$ cat config.mk
export PLATFORM = sky130hd
export DESIGN_NAME = yutorina_gpr_wport_arb
export DESIGN_NICKNAME = d
export VERILOG_FILES = /design/src/rtl/yutorina_gpr_wport_arb_pkg.sv /design/src/rtl/yutorina_gpr_wq.sv /design/src/rtl/yutorina_gpr_wport_arb.sv
export SDC_FILE = /design/constraint.sdc
export NUM_CORES = 1
export LEC_CHECK = 0
export ABC_AREA = 0
export CORE_MARGIN = 2
export CORE_UTILIZATION = 45
export DETAILED_ROUTE_END_ITERATION = 10
export PLACE_DENSITY = 0.72
export SLEW_MARGIN = 20
export SYNTH_ARGS = -nofsm -noshare
export SYNTH_HDL_FRONTEND = slang
export SYNTH_SLANG_ARGS = --single-unit
$ cat constraint.sdc
create_clock -name clk -period 4.6 [get_ports clk]
set_input_delay 1.15 -clock clk [delete_from_list [all_inputs] [get_ports clk]]
set_output_delay 1.15 -clock clk [all_outputs]
set_load 0.005 [all_outputs]
$ cat src/rtl/yutorina_gpr_wport_arb_pkg.sv
// rtl/yutorina_gpr_wport_arb_pkg.sv - shared GPR widths, write-enable polarity and arbiter defaults
package yutorina_gpr_wport_arb_pkg;

    localparam int WORD_W         = 32;
    localparam int GPR_ADDR_W     = 5;
    localparam int GPR_NUM        = 1 << GPR_ADDR_W;
    localparam int WQ_DEPTH_DEF   = 2;
    localparam int STARVE_LIM_DEF = 8;

    typedef logic [WORD_W-1:0]     word_t;
    typedef logic [GPR_ADDR_W-1:0] gpr_addr_t;

    localparam gpr_addr_t GPR_ZERO = '0;
    localparam logic      ENABLE_  = 1'b0;
    localparam logic      DISABLE_ = 1'b1;

    typedef struct packed {
        gpr_addr_t addr;
        word_t     data;
    } wq_ent_t;

    // Register 0 is hardwired, so its bit never appears in a mask.
    function automatic logic [GPR_NUM-1:0] gpr_onehot(input gpr_addr_t a, input logic en);
        logic [GPR_NUM-1:0] m;
        m = '0;
        if (en && (a != GPR_ZERO)) begin
            m[a] = 1'b1;
        end
        return m;
    endfunction

endpackage

$ cat src/rtl/yutorina_gpr_wq.sv
// rtl/yutorina_gpr_wq.sv - FIFO of long-unit GPR writes awaiting a free write-port slot
module yutorina_gpr_wq
    import yutorina_gpr_wport_arb_pkg::*;
#(
    parameter int  DEPTH = WQ_DEPTH_DEF,
    localparam int CW    = $clog2(DEPTH + 1)
) (
    input  logic          clk,
    input  logic          rst,
    input  logic          i_push,
    input  wq_ent_t       i_push_ent,
    input  logic          i_pop,
    output logic [CW-1:0] o_count,
    output wq_ent_t       o_head
);

    localparam int PW = (DEPTH > 1) ? $clog2(DEPTH) : 1;

    wq_ent_t         r_mem [DEPTH];
    logic [PW-1:0]   r_wp;
    logic [PW-1:0]   r_rp;
    logic [CW-1:0]   r_count;

    function automatic logic [PW-1:0] ptr_inc(input logic [PW-1:0] p);
        return (p == PW'(DEPTH - 1)) ? '0 : p + PW'(1);
    endfunction

    always_ff @(posedge clk) begin
        if (i_push && !rst) begin
            r_mem[r_wp] <= i_push_ent;
        end
    end

    always_ff @(posedge clk) begin
        if (rst) begin
            r_wp    <= '0;
            r_rp    <= '0;
            r_count <= '0;
        end else begin
            if (i_push) begin
                r_wp <= ptr_inc(r_wp);
            end
            if (i_pop) begin
                r_rp <= ptr_inc(r_rp);
            end
            case ({i_push, i_pop})
                2'b10:   r_count <= r_count + CW'(1);
                2'b01:   r_count <= r_count - CW'(1);
                default: r_count <= r_count;
            endcase
        end
    end

    assign o_count = r_count;
    assign o_head  = r_mem[r_rp];

endmodule

$ cat src/rtl/yutorina_gpr_wport_arb.sv
// rtl/yutorina_gpr_wport_arb.sv - GPR write-port arbiter: pipeline writeback vs queued long-unit writes
module yutorina_gpr_wport_arb
    import yutorina_gpr_wport_arb_pkg::*;
#(
    parameter int WQ_DEPTH   = WQ_DEPTH_DEF,
    parameter int STARVE_LIM = STARVE_LIM_DEF
) (
    input  logic                  clk,
    input  logic                  rst,
    input  logic                  wb_req,
    input  logic [GPR_ADDR_W-1:0] wb_addr,
    input  logic [WORD_W-1:0]     wb_data,
    input  logic                  lu_req,
    input  logic [GPR_ADDR_W-1:0] lu_addr,
    input  logic [WORD_W-1:0]     lu_data,
    output logic                  lu_rdy,
    input  logic                  sb_set,
    input  logic [GPR_ADDR_W-1:0] sb_set_addr,
    input  logic [GPR_ADDR_W-1:0] chk_addr1,
    input  logic [GPR_ADDR_W-1:0] chk_addr2,
    output logic                  hz1,
    output logic                  hz2,
    output logic                  wb_hold,
    output logic                  gpr_we_,
    output logic [GPR_ADDR_W-1:0] gpr_w_addr,
    output logic [WORD_W-1:0]     gpr_w_data
);

    localparam int CW = $clog2(WQ_DEPTH + 1);
    localparam int AW = $clog2(STARVE_LIM + 1);

    logic [CW-1:0]      w_count;
    wq_ent_t            w_head;
    logic               w_q_nempty;
    logic               w_push;
    logic               w_pop;
    logic               w_sel_vld;
    gpr_addr_t          w_sel_addr;
    word_t              w_sel_data;
    logic [GPR_NUM-1:0] w_set_mask;
    logic [GPR_NUM-1:0] w_clr_mask;

    logic               r_gpr_we_;
    gpr_addr_t          r_gpr_w_addr;
    word_t              r_gpr_w_data;
    logic [GPR_NUM-1:0] r_pending;
    logic [AW-1:0]      r_age;

    yutorina_gpr_wq #(
        .DEPTH(WQ_DEPTH)
    ) u_wq (
        .clk        (clk),
        .rst        (rst),
        .i_push     (w_push),
        .i_push_ent ('{addr: lu_addr, data: lu_data}),
        .i_pop      (w_pop),
        .o_count    (w_count),
        .o_head     (w_head)
    );

    assign lu_rdy     = !rst && (w_count < CW'(WQ_DEPTH));
    assign w_push     = lu_req && lu_rdy;
    assign w_q_nempty = (w_count != '0);

    // Writeback has no back-pressure, so it always wins; the queue only drains in gaps.
    assign w_pop      = !rst && !wb_req && w_q_nempty;
    assign w_sel_vld  = wb_req || w_q_nempty;
    assign w_sel_addr = wb_req ? wb_addr : (w_q_nempty ? w_head.addr : GPR_ZERO);
    assign w_sel_data = wb_req ? wb_data : (w_q_nempty ? w_head.data : '0);

    assign w_set_mask = gpr_onehot(sb_set_addr, sb_set);
    assign w_clr_mask = gpr_onehot(w_head.addr, w_pop);

    always_ff @(posedge clk) begin
        if (rst) begin
            r_gpr_we_    <= DISABLE_;
            r_gpr_w_addr <= GPR_ZERO;
            r_gpr_w_data <= '0;
            r_pending    <= '0;
            r_age        <= '0;
        end else begin
            r_gpr_we_    <= (w_sel_vld && (w_sel_addr != GPR_ZERO)) ? ENABLE_ : DISABLE_;
            r_gpr_w_addr <= w_sel_addr;
            r_gpr_w_data <= w_sel_data;
            r_pending    <= (r_pending & ~w_clr_mask) | w_set_mask;
            if (w_pop || !w_q_nempty) begin
                r_age <= '0;
            end else if (r_age < AW'(STARVE_LIM)) begin
                r_age <= r_age + AW'(1);
            end
        end
    end

    assign hz1        = r_pending[chk_addr1];
    assign hz2        = r_pending[chk_addr2];
    assign wb_hold    = (r_age >= AW'(STARVE_LIM));
    assign gpr_we_    = r_gpr_we_;
    assign gpr_w_addr = r_gpr_w_addr;
    assign gpr_w_data = r_gpr_w_data;

endmodule

==> results of run 1 <==
[layout make-up]
class | count | area (um2)
repair buffers | 143 | 1410
inverters | 7 | 31.3
clock inverters | 11 | 193
clock buffers | 21 | 460
flip-flops and latches | 153 | 3800
fillers | 1071 | 5010
well taps | 176 | 220
multi-input cells | 357 | 2220
[worst register-to-register path, stage by stage, from the launching register on]
cell     delay [ps]
dfxtp_1         400
nor2_1          100
or3_1           400
inv_6           140
ha_1            270
or3_1           360
a21oi_1         140
[where the power goes]
| part | leakage, nW | switching [mW] | total, mW | internal [mW] |
|---|---|---|---|---|
| sequential | 1.32 | 0.0284 | 1.52 | 1.50 |
| combinational | 1.30 | 0.182 | 0.385 | 0.203 |
| clock | 0.315 | 0.519 | 1.51 | 0.992 |
[state kept, by name, summed over array words and instances (netlist names), named ones only]
| register | cells |
|---|---|
| gpr_w_addr | 5 |
| gpr_w_data | 32 |
| gpr_we_ | 1 |
| r_age | 4 |
| r_pending | 32 |
| u_wq.o_count | 2 |
| u_wq.r_mem | 74 |
| u_wq.r_rp | 1 |
| u_wq.r_wp | 1 |
[cells in the mapped netlist]
cell      instances
dfxtp_1          79
nand2_1          75
edfxtp_1         74
mux2i_1          66
o21ai_0          50
a21oi_1          39
nor2_1           29
o21ai_1          15
clkbuf_1         11
nand3_1          11
nor2b_1           9
a22oi_1           7
a22o_1            6
inv_1             6
buf_2             5
buf_4             5
nand2b_1          5
buf_1             4
nand4_1           4
ha_1              3
mux2_2            3
nand2_4           3
nor3_1            3
xnor2_1           3
xor2_1            3
a221oi_1          2
a311o_1           2
a311oi_1          2
a31oi_1           2
and2_1            2
buf_6             2
mux2_4            2
or3_1             2
and3_1            1
inv_6             1
nand2_2           1
nand3b_1          1
nor3_2            1
nor3b_1           1
nor4_1            1
o22ai_1           1
o31ai_1           1
or3_4             1
[per-layer routing]
layer | global-route usage [%] | routed length, um
met1 | 24.5 | 5820
met2 | 34.8 | 7010
met3 | 8.22 | 1390
met4 | 10.3 | 518
met5 | 0 | 0
[path summary, 6_finish.rpt]
path,startpoint,to,slack [ps],cells after the start
max reg2reg,u_wq.o_count[0],u_wq.o_count[1],2720,6
min reg2reg,r_pending[25],r_pending[25],500,2
min,r_pending[25],r_pending[25],500,2
max,chk_addr2[2],hz2,270,8
[logic make-up (layout without fill, tap and decap cells)]
group	after synthesis	after routing	synth area share [%]
flops	153	153	61.5
simple gates	150	150	11.1
compound gates	127	127	11.4
mux	71	71	11.7
buf+inv	34	182	2.79
xor+xnor	6	6	0.850
fa+ha+maj	3	3	0.607
[cells in the final DEF (no fill, tap or decap), types with 4 or more instances in the layout]
cell type	instances
nor2_1	28
a21oi_1	39
nor2b_1	8
nand2_1	75
nand2b_1	5
clkbuf_16	17
edfxtp_1	74
inv_1	6
a22oi_1	7
o21ai_1	15
o21ai_0	50
bufinv_16	5
nand3_1	11
clkdlybuf4s50_1	135
a22o_1	6
nand4_1	4
dfxtp_1	78
mux2i_1	66
buf_4	8
==> results.cfg, run 1 <==
[placed_design]
pre_cts_ws_ps = 274
dp_hpwl_mm = 10.6
place.gp.congestion = 0.906
place_area_um2 = 7690
portBuffers = 135
dp.cells = 836

[synth]
synth_cell_types = 43
syn_inst = 544
yosys_warnings = 0
syn_area_per_cell_um2 = 11.4
synthTopCellsByArea = edfxtp_1 (36%), dfxtp_1 (26%), mux2i_1 (11%), nand2_1 (4.6%), o21ai_0 (4.0%)
yosys.area.top_type = edfxtp_1
ys_ff_latch = 153
synth.top_cell.area_share_pct = 35.9
netlist_area_um2 = 6180
yosysSeqAreaShare_pct = 61.5
syn-num-nets = 641

[global_routing]
antenna_found_initial = 0
grt_pass1_vias = 4706
grt_pass1_wl_mm = 23.7
grtUsageTotal_pct = 21.3
grt_max_degree = 46
grt-ovfl-total = 0

[clock_network]
cts_tree = built
cts.sinks = 153
cts_made_buffers = 17
htreeDepth = 4
cts_hold_buf = 0
post_cts_resized = 0
ctsRootBufferMaster = clkbuf_16
clk_pin_slew_ps = 60
clock_latency_ps = 420
ctsLongestPathBuffers = 2
postCtsSetupBuffers = 0

[cells_and_area]
final_nets = 776
final_area_um2 = 8340
layout.cells.non_filler = 868
drive_gt1_share_pct = 7.66
syn2layout_area_growth_pct = 34.9
diodes = 0
finalCoreUtilization_pct = 62.5

[route]
ant_nets = 0
drt_iter0_markers = 290
viasPerCell = 5.29
wire_per_inst_um = 17.0
drc = 0
dr.pass1.iters = 4
vias = 4588
drt-total-wl_mm = 14.7

[die]
die_area_um2 = 14700
die_height_um = 121
rows = 42
boundaryPins = 136
core_um2 = 13300
die_x_um = 121
start_util_pct = 46.3

[sta]
fin_hold_ws_ps = 498
fmax_ghz = 0.231
hold_violations = 0
finalSetupTns_ps = 0
slew_headroom_pct = 40.9
tightest_slew_ps = 887
period_share_pct = 94.1
layout_setup_ws_ps = 272
setup_viol = 0
drv_slew = 0
rsz0062_at_grt = no
fin_skew_ps = 6.84
fin_crit_ps = 4330

[status]
status = finished clean

[critical_path]
startpoint_type = primary input
timing.critical_path.buf_inv = 3
cp_common_cell = clkdlybuf4s50_1
crit_fanout = 13
required_ps = 3450
cp-end-kind = output pin
worstPathArrival_ps = 3180
max_stage_delay_ps = 570
path_cells = clkdlybuf4s50_1 > buf_4 > mux2i_1 > a22o_1 > a21oi_1 > nand4_1 > nand3_1 > clkdlybuf4s50_1
worstSetupPathType = primary input to output pin
crit_path_top_delay_cell = clkdlybuf4s50_1
critical-path-top-delay-family = buffers and inverters

[flow_run]
max_cap_viol_count = 0

[power]
ir_drop_mv = 0.286
power_mw = 3.42
powerDensity_nw_per_um2 = 410
leakagePower_nw = 2.94

[hold_path]
hp-class = register to register
No activity file was read; power rests on OpenSTA's default activity.
==> inputs of run 2 (changes only) <==
--- a/config.mk
+++ b/config.mk
@@ -9,7 +9,7 @@
 export CORE_MARGIN = 2
 export CORE_UTILIZATION = 45
 export DETAILED_ROUTE_END_ITERATION = 10
-export PLACE_DENSITY = 0.72
+export DONT_BUFFER_PORTS = 1
 export SLEW_MARGIN = 20
 export SYNTH_ARGS = -nofsm -noshare
 export SYNTH_HDL_FRONTEND = slang
==> run 2 against run 1 <==
Compared with the run above: utilization decreased by 11 points; non-clock buffer count shrank 140; design area fell by 17%; setup slack gained 1100 ps; largest power group unchanged; worst hold slack got worse by 8.2 ps; largest cell class unchanged; clock skew is 2.2 ps higher.
==> results.cfg, run 2 (synthesis results as in run 1) <==
[global_routing]
grt_max_degree = 47
busiest_layer = met2
antenna_found_initial = 0
grtUsageMet3_pct = 8.36
grt_pass1_wl_mm = 20.7
grt_pass1_vias = 4027
met1_usage_pct = 23.3
grt-ovfl-total = 0
grtUsageTotal_pct = 19.0
met2_usage_pct = 29.5

[route]
wire_per_inst_um = 18.5
drc = 0
ant_nets = 0
drt_iter0_markers = 244
drt-total-wl_mm = 13.5
dr.pass1.iters = 5
viasPerCell = 5.48
vias = 3991

[critical_path]
cp-end-kind = output pin
crit_fanout = 16
r2r_slack_ps = 2290
required_ps = 3450
rr_worst_depth = 6
crit_start = chk_addr2[2]
worstReg2RegEnd = u_wq.o_count[1]
worstSetupPathType = primary input to output pin
worstSetupEndpoint = hz2
rr_startpoint = u_wq.o_count[0]
worstPathArrival_ps = 2120
startpoint_type = primary input

[clock_network]
htreeDepth = 4
post_cts_resized = 0
cts_made_buffers = 17
cts.sinks = 153
ctsLongestPathBuffers = 2
postCtsSetupBuffers = 0
cts_tree = built
clk_pin_slew_ps = 50
clock_latency_ps = 410
cts_hold_buf = 0
ctsRootBufferMaster = clkbuf_16

[die]
die_height_um = 121
rows = 42
core_um2 = 13300
start_util_pct = 46.3
die_x_um = 121
die_area_um2 = 14700
boundaryPins = 136

[flow_run]
max_cap_viol_count = 0

[placed_design]
place.gp.congestion = 0.868
dp_hpwl_mm = 9.51
portBuffers = 0
place_area_um2 = 6320

[cells_and_area]
regArea_um2 = 3800
multi_input_area_um2 = 2220
final_common_cell = dfxtp_1
final_cell_mix = dfxtp_1 (78), nand2_1 (75), edfxtp_1 (74)
syn2layout_area_growth_pct = 11.4
largest_reg_flops = 74
diodes = 0
num-fill-cells = 1237
drive_gt1_share_pct = 7.97
final_area_um2 = 6890
top_register = u_wq.r_mem
final_nets = 636

[power]
powerDensity_nw_per_um2 = 449
ir_drop_mv = 0.280
leakagePower_nw = 2.37

[status]
status = finished clean

[sta]
finalSetupTns_ps = 0
rsz0062_at_grt = no
hold_violations = 0
drv_slew = 0
period_share_pct = 71.0
fmax_ghz = 0.306
setup_viol = 0
tightest_slew_ps = 914
slew_headroom_pct = 39.1
fin_skew_ps = 9.02
fin_crit_ps = 3270

[hold_path]
hp-class = register to register
[run 2: cell types whose count changed in the layout (fill, tap and decap cells not counted), sizes merged]
cell / before / now
buf: 8 / 3
bufinv: 5 / 2
clkbuf: 21 / 25
clkdlybuf4s50: 135 / 0
clkinv: 4 / 3
[run 2: power by group]
part	internal, mW	total (mW)	switching, mW	leakage, nW
combinational	0.0902	0.217	0.127	0.771
sequential	1.50	1.54	0.0406	1.32
clock	0.831	1.34	0.506	0.273
[run 2: area by class of cell]
cell class              count  area share (%)
multi-input cells         357            32.2
clock buffers              25            6.92
well taps                 176            3.20
inverters                   7           0.454
flip-flops and latches    153            55.2
clock inverters             7            1.38
repair buffers              3           0.617
[run 2: critical path, cell delays in order]
cell,delay [ps]
mux2i_1,110
a311o_1,360
a221oi_1,240
a22oi_1,130
nand3_1,120
[run 2: worst min path at each step]
stage | from | end | cells after the start
2_1_floorplan | r_pending[1] | r_pending[1] | 2
3_3_place_gp | r_pending[1] | r_pending[1] | 2
3_5_place_dp | r_pending[1] | r_pending[1] | 2
4_1_cts | r_pending[1] | r_pending[1] | 2
5_1_grt | r_pending[2] | r_pending[2] | 2
6_report | r_pending[1] | r_pending[1] | 2
[run 2: routing by layer]
| metal | up-vias | routed length [um] |
|---|---|---|
| li1 | 1942 | - |
| met1 | 1867 | 5740 |
| met2 | 168 | 6150 |
| met3 | 14 | 1390 |
| met4 | 0 | 195 |
| met5 | - | 0 |
[run 2: metrics by stage]
| step | setup WS [ps] | std cells | power, mW | util (%) | hold slack (ps) |
|---|---|---|---|---|---|
| after global placement | 1400 | 695 | 1.77 | 47.1 | 477 |
| after floorplan | 1000 | 544 | 1.74 | - | 448 |
| after global routing | 1280 | 728 | 3.21 | 51.6 | 509 |
| after CTS | 1350 | 728 | 3.12 | 51.6 | 488 |
| after detailed placement | 1360 | 696 | 1.79 | 47.3 | 481 |
| final | 1330 | 728 | 3.09 | 51.6 | 490 |
